`config.mk`:
```
export PLATFORM = sky130hd
export DESIGN_NAME = pwm_multi_wb
export DESIGN_NICKNAME = d
export VERILOG_FILES = /design/src/rtl/pwm_multi_wb.sv
export SDC_FILE = /design/constraint.sdc
export NUM_CORES = 1
export LEC_CHECK = 0
export BUFFER_PORTS_ARGS = -buffer_cell sky130_fd_sc_hd__clkbuf_2
export CAP_MARGIN = 20
export CORE_ASPECT_RATIO = 1.5
export CORE_MARGIN = 2
export CORE_UTILIZATION = 40
export DETAILED_ROUTE_END_ITERATION = 8
export PLACE_DENSITY = 0.55
export SYNTH_ARGS = -nofsm -noshare
export SYNTH_HDL_FRONTEND = slang
export SYNTH_SLANG_ARGS = --single-unit
export TNS_END_PERCENT = 30
```
`constraint.sdc`:
```
create_clock -name i_clk -period 4.65 [get_ports i_clk]
set_input_delay 0.6975 -clock i_clk [delete_from_list [all_inputs] [get_ports i_clk]]
set_output_delay 0.6975 -clock i_clk [all_outputs]
set_load 0.005 [all_outputs]
```
`src/rtl/pwm_multi_wb.sv`:
```
// Multi-channel PWM peripheral on a Wishbone slave port: shared prescaler and period counter,
// double-buffered per-channel duty compare, and a per-period status flag with level interrupt.
module pwm_multi_wb #(
    parameter int NUM_CH  = 3,
    parameter int PWM_W   = 8,
    parameter int PRESC_W = 32
) (
    input  logic              i_clk,
    input  logic              i_reset_n,
    output logic [NUM_CH-1:0] o_pwm,
    output logic              o_irq,
    input  logic [31:0]       i_wb_adr,
    input  logic [31:0]       i_wb_dat,
    input  logic [3:0]        i_wb_sel,
    input  logic              i_wb_we,
    input  logic              i_wb_cyc,
    input  logic              i_wb_stb,
    output logic [31:0]       o_wb_dat,
    output logic              o_wb_ack
);

    localparam logic [4:0] IDX_CTRL  = 5'd0;
    localparam logic [4:0] IDX_PRESC = 5'd1;
    localparam logic [4:0] IDX_TOP   = 5'd2;
    localparam logic [4:0] IDX_STAT  = 5'd3;

    logic               en_q, en_d, inv_q, inv_d, ie_q, ie_d, auto_q, auto_d, upd_q, upd_d;
    logic [PRESC_W-1:0] presc_q, presc_d, psc_cnt_q, psc_cnt_d;
    logic [PWM_W-1:0]   top_q, top_d, cnt_q, cnt_d;
    logic               pend_q, pend_d;
    logic [15:0]        pcnt_q, pcnt_d;
    logic [PWM_W-1:0]   shadow_q [NUM_CH];
    logic [PWM_W-1:0]   shadow_d [NUM_CH];
    logic [PWM_W-1:0]   active_q [NUM_CH];
    logic [PWM_W-1:0]   active_d [NUM_CH];
    logic [NUM_CH-1:0]  pwm_q, pwm_d;
    logic               ack_q;
    logic [31:0]        rdat_q, rdat_d;

    logic [4:0]  idx;
    logic        req, wr, tick, period_end;
    logic [31:0] lane_mask, rd_val, wr_val;
    logic        unused_ok;

    assign idx       = i_wb_adr[6:2];
    assign req       = i_wb_cyc & i_wb_stb & ~ack_q;
    assign wr        = req & i_wb_we;
    assign lane_mask = {{8{i_wb_sel[3]}}, {8{i_wb_sel[2]}}, {8{i_wb_sel[1]}}, {8{i_wb_sel[0]}}};
    // Byte-lane merge of the write data into the register's current readable value.
    assign wr_val    = (rd_val & ~lane_mask) | (i_wb_dat & lane_mask);
    assign unused_ok = ^{i_wb_adr[31:7], i_wb_adr[1:0], wr_val};

    // NOTE: every signal driven in an always_comb gets a default first, so no path leaves it unassigned and no latch is inferred.
    always_comb begin
        rd_val = '0;
        case (idx)
            IDX_CTRL:  rd_val[4:0] = {upd_q, auto_q, ie_q, inv_q, en_q};
            IDX_PRESC: rd_val[PRESC_W-1:0] = presc_q;
            IDX_TOP:   rd_val[PWM_W-1:0] = top_q;
            IDX_STAT:  rd_val = {pcnt_q, 15'd0, pend_q};
            default: begin
                for (int i = 0; i < NUM_CH; i++) begin
                    if (idx == 5'(4 + i)) rd_val[PWM_W-1:0] = shadow_q[i];
                end
            end
        endcase
    end

    always_comb begin
        tick       = 1'b0;
        period_end = 1'b0;
        psc_cnt_d  = psc_cnt_q;
        cnt_d      = cnt_q;
        if (!en_q) begin
            psc_cnt_d = '0;
            cnt_d     = '0;
        end else if (psc_cnt_q == '0) begin
            psc_cnt_d = presc_q;
            tick      = 1'b1;
        end else begin
            psc_cnt_d = psc_cnt_q - PRESC_W'(1);
        end
        // >= rather than == so a TOP lowered below the running count wraps on the next tick.
        if (tick) begin
            if (cnt_q >= top_q) begin
                cnt_d      = '0;
                period_end = 1'b1;
            end else begin
                cnt_d = cnt_q + PWM_W'(1);
            end
        end
    end

    always_comb begin
        en_d     = en_q;
        inv_d    = inv_q;
        ie_d     = ie_q;
        auto_d   = auto_q;
        upd_d    = upd_q;
        presc_d  = presc_q;
        top_d    = top_q;
        pend_d   = pend_q;
        pcnt_d   = pcnt_q;
        shadow_d = shadow_q;
        active_d = active_q;

        // Load uses the pre-write shadow; a same-cycle UPD write below re-arms the next load.
        if (period_end && (auto_q || upd_q)) begin
            active_d = shadow_q;
            upd_d    = 1'b0;
        end

        if (wr) begin
            case (idx)
                IDX_CTRL: begin
                    {auto_d, ie_d, inv_d, en_d} = wr_val[3:0];
                    if (i_wb_sel[0] && i_wb_dat[4]) upd_d = 1'b1;
                end
                IDX_PRESC: presc_d = wr_val[PRESC_W-1:0];
                IDX_TOP:   top_d = wr_val[PWM_W-1:0];
                IDX_STAT:  if (i_wb_sel[0] && i_wb_dat[0]) pend_d = 1'b0;
                default: begin
                    for (int i = 0; i < NUM_CH; i++) begin
                        if (idx == 5'(4 + i)) shadow_d[i] = wr_val[PWM_W-1:0];
                    end
                end
            endcase
        end

        if (period_end) begin
            pend_d = 1'b1;
            pcnt_d = pcnt_q + 16'd1;
        end

        pwm_d = '0;
        for (int i = 0; i < NUM_CH; i++) begin
            pwm_d[i] = en_q ? ((cnt_q < active_q[i]) ^ inv_q) : inv_q;
        end

        rdat_d = req ? rd_val : rdat_q;
    end

    // NOTE: sequential state uses non-blocking assignments only, so every flop samples pre-edge values.
    always_ff @(posedge i_clk or negedge i_reset_n) begin
        if (!i_reset_n) begin
            en_q      <= 1'b0;
            inv_q     <= 1'b0;
            ie_q      <= 1'b0;
            auto_q    <= 1'b0;
            upd_q     <= 1'b0;
            presc_q   <= '0;
            top_q     <= '1;
            pend_q    <= 1'b0;
            pcnt_q    <= '0;
            psc_cnt_q <= '0;
            cnt_q     <= '0;
            // NOTE: the duty arrays are small flop banks, not RAM, so they take the async reset like any register.
            shadow_q  <= '{default: '0};
            active_q  <= '{default: '0};
            pwm_q     <= '0;
            ack_q     <= 1'b0;
            rdat_q    <= '0;
        end else begin
            en_q      <= en_d;
            inv_q     <= inv_d;
            ie_q      <= ie_d;
            auto_q    <= auto_d;
            upd_q     <= upd_d;
            presc_q   <= presc_d;
            top_q     <= top_d;
            pend_q    <= pend_d;
            pcnt_q    <= pcnt_d;
            psc_cnt_q <= psc_cnt_d;
            cnt_q     <= cnt_d;
            shadow_q  <= shadow_d;
            active_q  <= active_d;
            pwm_q     <= pwm_d;
            ack_q     <= req;
            rdat_q    <= rdat_d;
        end
    end

    assign o_pwm    = pwm_q;
    assign o_irq    = pend_q & ie_q;
    assign o_wb_ack = ack_q;
    assign o_wb_dat = rdat_q;

endmodule

```
==> metrics list <==
* Average wire per standard cell: 19.1 um
* Cell row count: 67
- The number of hold-slack violations in the final timing report came to 0.
- Non-filler cells, final: 1245
- In this run the tightest slew margin relative to its limit is 42.1%.
- Nature of the critical path endpoint: flop
- Arrival time at the worst endpoint: 3.67 ns
- Overflow left after global routing: 0
* TritonCTS clock tree: yes
- The critical path in this run is classified as flop to flop.
* # Max-Cap Violations: 0
- Across all layers, the routed design uses 6723 vias.
- Entering global routing, the biggest net connects 99 pins.
* Post-synthesis average cell area: ~10 sq um
- By area the synthesized netlist is led by dfrtp_1, mux2_2, ha_1, nand2_1, mux2_4.
* Setup repair after global routing missed its margin: false
* Insertion delay of the later-clocked pin in the worst-skew pair: 0.44 ns
- Simple-gate area share of the yosys netlist: 14.8%
* Critical R2R Launch: psc_cnt_q[14]
- The count of pins over their slew limit came to 0.
- Once the clock tree was built, the setup fixing pass inserted 0 buffers.
* Commonest cells in the synthesized netlist: dfrtp_1, nand2_1, nor2_1
- Total number of H-tree levels: 4
* Placeable core area: 0.0224 sq mm
* Final RePlAce weighted congestion: 0.800
- Routed WL: roughly 24 mm
* Detailed-route vias per instance: 5.40
- Vias in the first global route: 6862
- Of all nets on the critical path, the largest fanout is 14.
- Final Skew: 0.00930 ns
- Sequential element share of the synthesized area: 50.9%
* Dominant combinational cell family by area after synthesis: simple AND/OR/NAND/NOR gates
- Proportion of synthesized flip-flops having asynchronous set or reset: 100%
- Buffers inserted to repair hold after CTS numbered 0.
* Layout cells sized above 1: 22.5%
- The run finished with clean final reports.
- Number of cells upsized or downsized after cts: 0
- In this run, CTS created clock tree buffers numbering 17.
- In this run the biggest area consumer among cell types represents 48.6% of the synthesized area.
- Layout overhead on the synthesized area: 14.8%
- Data on the critical path is required at its endpoint by 4.97 ns.
- Full die area: 0.0242 sq mm
- Post-placement cell count: 1213
- Summing every instance area after synthesis gives 0.00916 sq mm.
- The biggest area contributor in the post-synthesis netlist is dfrtp_1.
- The number of nets handed over by synthesis was 982.
- In this run the worst hold path is classified as input port to asynchronous set/reset pin.
- In the global route stage, overall resource usage came out at 20.7%.
* Antenna violations before repair: 0
* Number of nets with antenna violations after routing: 0
- Effective utilization at floorplan: 40.9%
- Of the post-synthesis cell area, the part taken by muxes is 11.1%.
- In this run the tool buffered the top-level ports with 82 buffer cells.
* Distinct cell type count after synthesis: 44
- DPL Wire Length: 17.3 mm
- The worst path uses 72.0% of the clock period.
- The pre-antenna-repair detailed-routing pass consisted of 5 iterations.
- Shortest clock period the worst path allows after layout: 3.35 ns
- Detailed-route DRC error count: 0
* Number of enable flip-flop cells after synthesis: 0
- The worst register-to-register path has a depth of 7.
- LEAKAGE: 0.00524 uW
- The floorplan step set the die height to between 150 and 200 um.
* First-pass GRT wire length: 38.3 mm
- Maximum vdd ir drop: 0.000289 V
- Ports placed on the boundary: 110
- The clock passes through at most 2 buffers.
- The cell sitting at the root of the clock tree is a clkbuf_16.
- Count of endpoints failing setup in the final report: 0
- Post-Synth XOR/XNOR Area: 4.59%
- Most instantiated library cell after synthesis: dfrtp_1
- Areal power density over the cells: 437 mW/mm^2
- Clock-pin slew reported for the worst setup and hold paths after clock tree synthesis: 0.07 ns
* Capture instance of the worst register-to-register path: active_q[0]
- At the end of the flow, the number of nets in the layout was 1063.
- CP startpoint: psc_cnt_q[14]
- Of the total synthesized cell area, the portion taken by full adders, half adders and majority gates is under 10%.
- For the pin with the worst max-slew slack, the measured transition is roughly 0.86 ns.
* Startpoint type of the worst setup path: flop
- First-iteration detailed-routing DRC count: 374
- Number of standard cells after synthesis: 876
- The setup check on the worst reg-to-reg path leaves a slack of 1.30 ns.
- Counting every sink on the clock net gives 186.
- Derived from the worst setup path, the maximum achievable clock frequency is 299 MHz.
- Among all flip-flop cells after synthesis, the most frequent one is dfrtp_1.
- Die X-Extent: 128 um
* Yosys warning total: 0
- The synthesized netlist devotes 10.7% of its cell area to compound gates.
- The repair_antennas step left the layout with diodes totalling 0.
- Synthesis-stage register bit count: 186
* Total Negative Setup Slacks: 0 ns
layout make-up:
cell class	instances	area (sq um)
fillers	2143	11900
clock buffers	24	482
repair buffers	100	587
multi-input cells	613	4200
well taps	276	345
inverters	39	146
clock inverters	7	91.3
flip-flops and latches	186	4660
per-layer routing:
metal | routed length [um] | global-route usage [%]
met3 | 721 | 3.48
met1 | 9430 | 24.1
met5 | 0 | 0
met4 | 727 | 8.54
met2 | 13000 | 37.4
registers in the layout, summed over array words and instances, names as in the netlist:
name and flops:
active_q 24, auto_q 1, cnt_q 8, en_q 1
ie_q 1, inv_q 1, o_pwm 3, o_wb_ack 1
o_wb_dat 32, pcnt_q 16, pend_q 1, presc_q 32
psc_cnt_q 32, shadow_q 24, top_q 8, upd_q 1
cell families after synthesis:
| kind of cell | Yosys count |
|---|---|
| adders and majority gates | 33 |
| muxes | 85 |
| AOI/OAI and AO/OA | 150 |
| and+or+nand+nor | 297 |
| buffers and inverters | 77 |
| xor gates and xnor gates | 48 |
| DFF | 186 |
worst max path at each step:
stage | to | slack, ns | cells past startpoint
floorplan | active_q[0] | 1.64 | 9
global placement | active_q[21] | 1.26 | 6
CTS | active_q[0] | 1.30 | 7
detailed placement | active_q[8] | 1.31 | 7
global route | active_q[8] | 1.17 | 7
finish | active_q[0] | 1.30 | 7
cell usage in the layout (no fill, tap or decap), drive strengths merged, types with 7 or more instances in the layout:
cell type / n
dfrtp: 178
nand2: 106
clkbuf: 106
nor2: 80
mux2: 76
o21ai: 51
inv: 37
ha: 33
a21oi: 29
nand3: 28
xor2: 28
a221oi: 24
nor3: 21
xnor2: 20
buf: 18
nor4: 15
a211oi: 11
nand4: 9
or3: 9
mux2i: 9
nand2b: 8
o22a: 8
dfstp: 8
o21a: 7
a31oi: 7
power breakdown:
group          leakage (uW)  switching (uW)  internal [uW]
Clock              0.000280             615            830
Sequential          0.00251             103           1730
Combinational       0.00245             768            545
Total               0.00524            1490           3110
worst max-delay path, stage by stage, from the launching register on:
cell and delay [ns]:
dfrtp_1 0.41, or4_4 0.56, or4_1 0.52, or4_1 0.74, nor2_8 0.18, o211ai_4 0.25
buf_16 0.26, mux2_4 0.30
stage by stage:
stage	instance area, sq um	utilization [%]	total power (uW)	hold slack, ns	setup WS [ns]
3_3_place_gp	9910	44.3	3170	0.453	1.26
4_1_cts	10500	46.9	4640	0.345	1.30
5_1_grt	10500	47.0	4860	0.381	1.17
2_1_floorplan	9160	-	2850	0.402	1.64
3_5_place_dp	9930	44.4	3180	0.459	1.31
6_report	10500	47.0	4590	0.309	1.30
(Power assumes the default switching activity.)
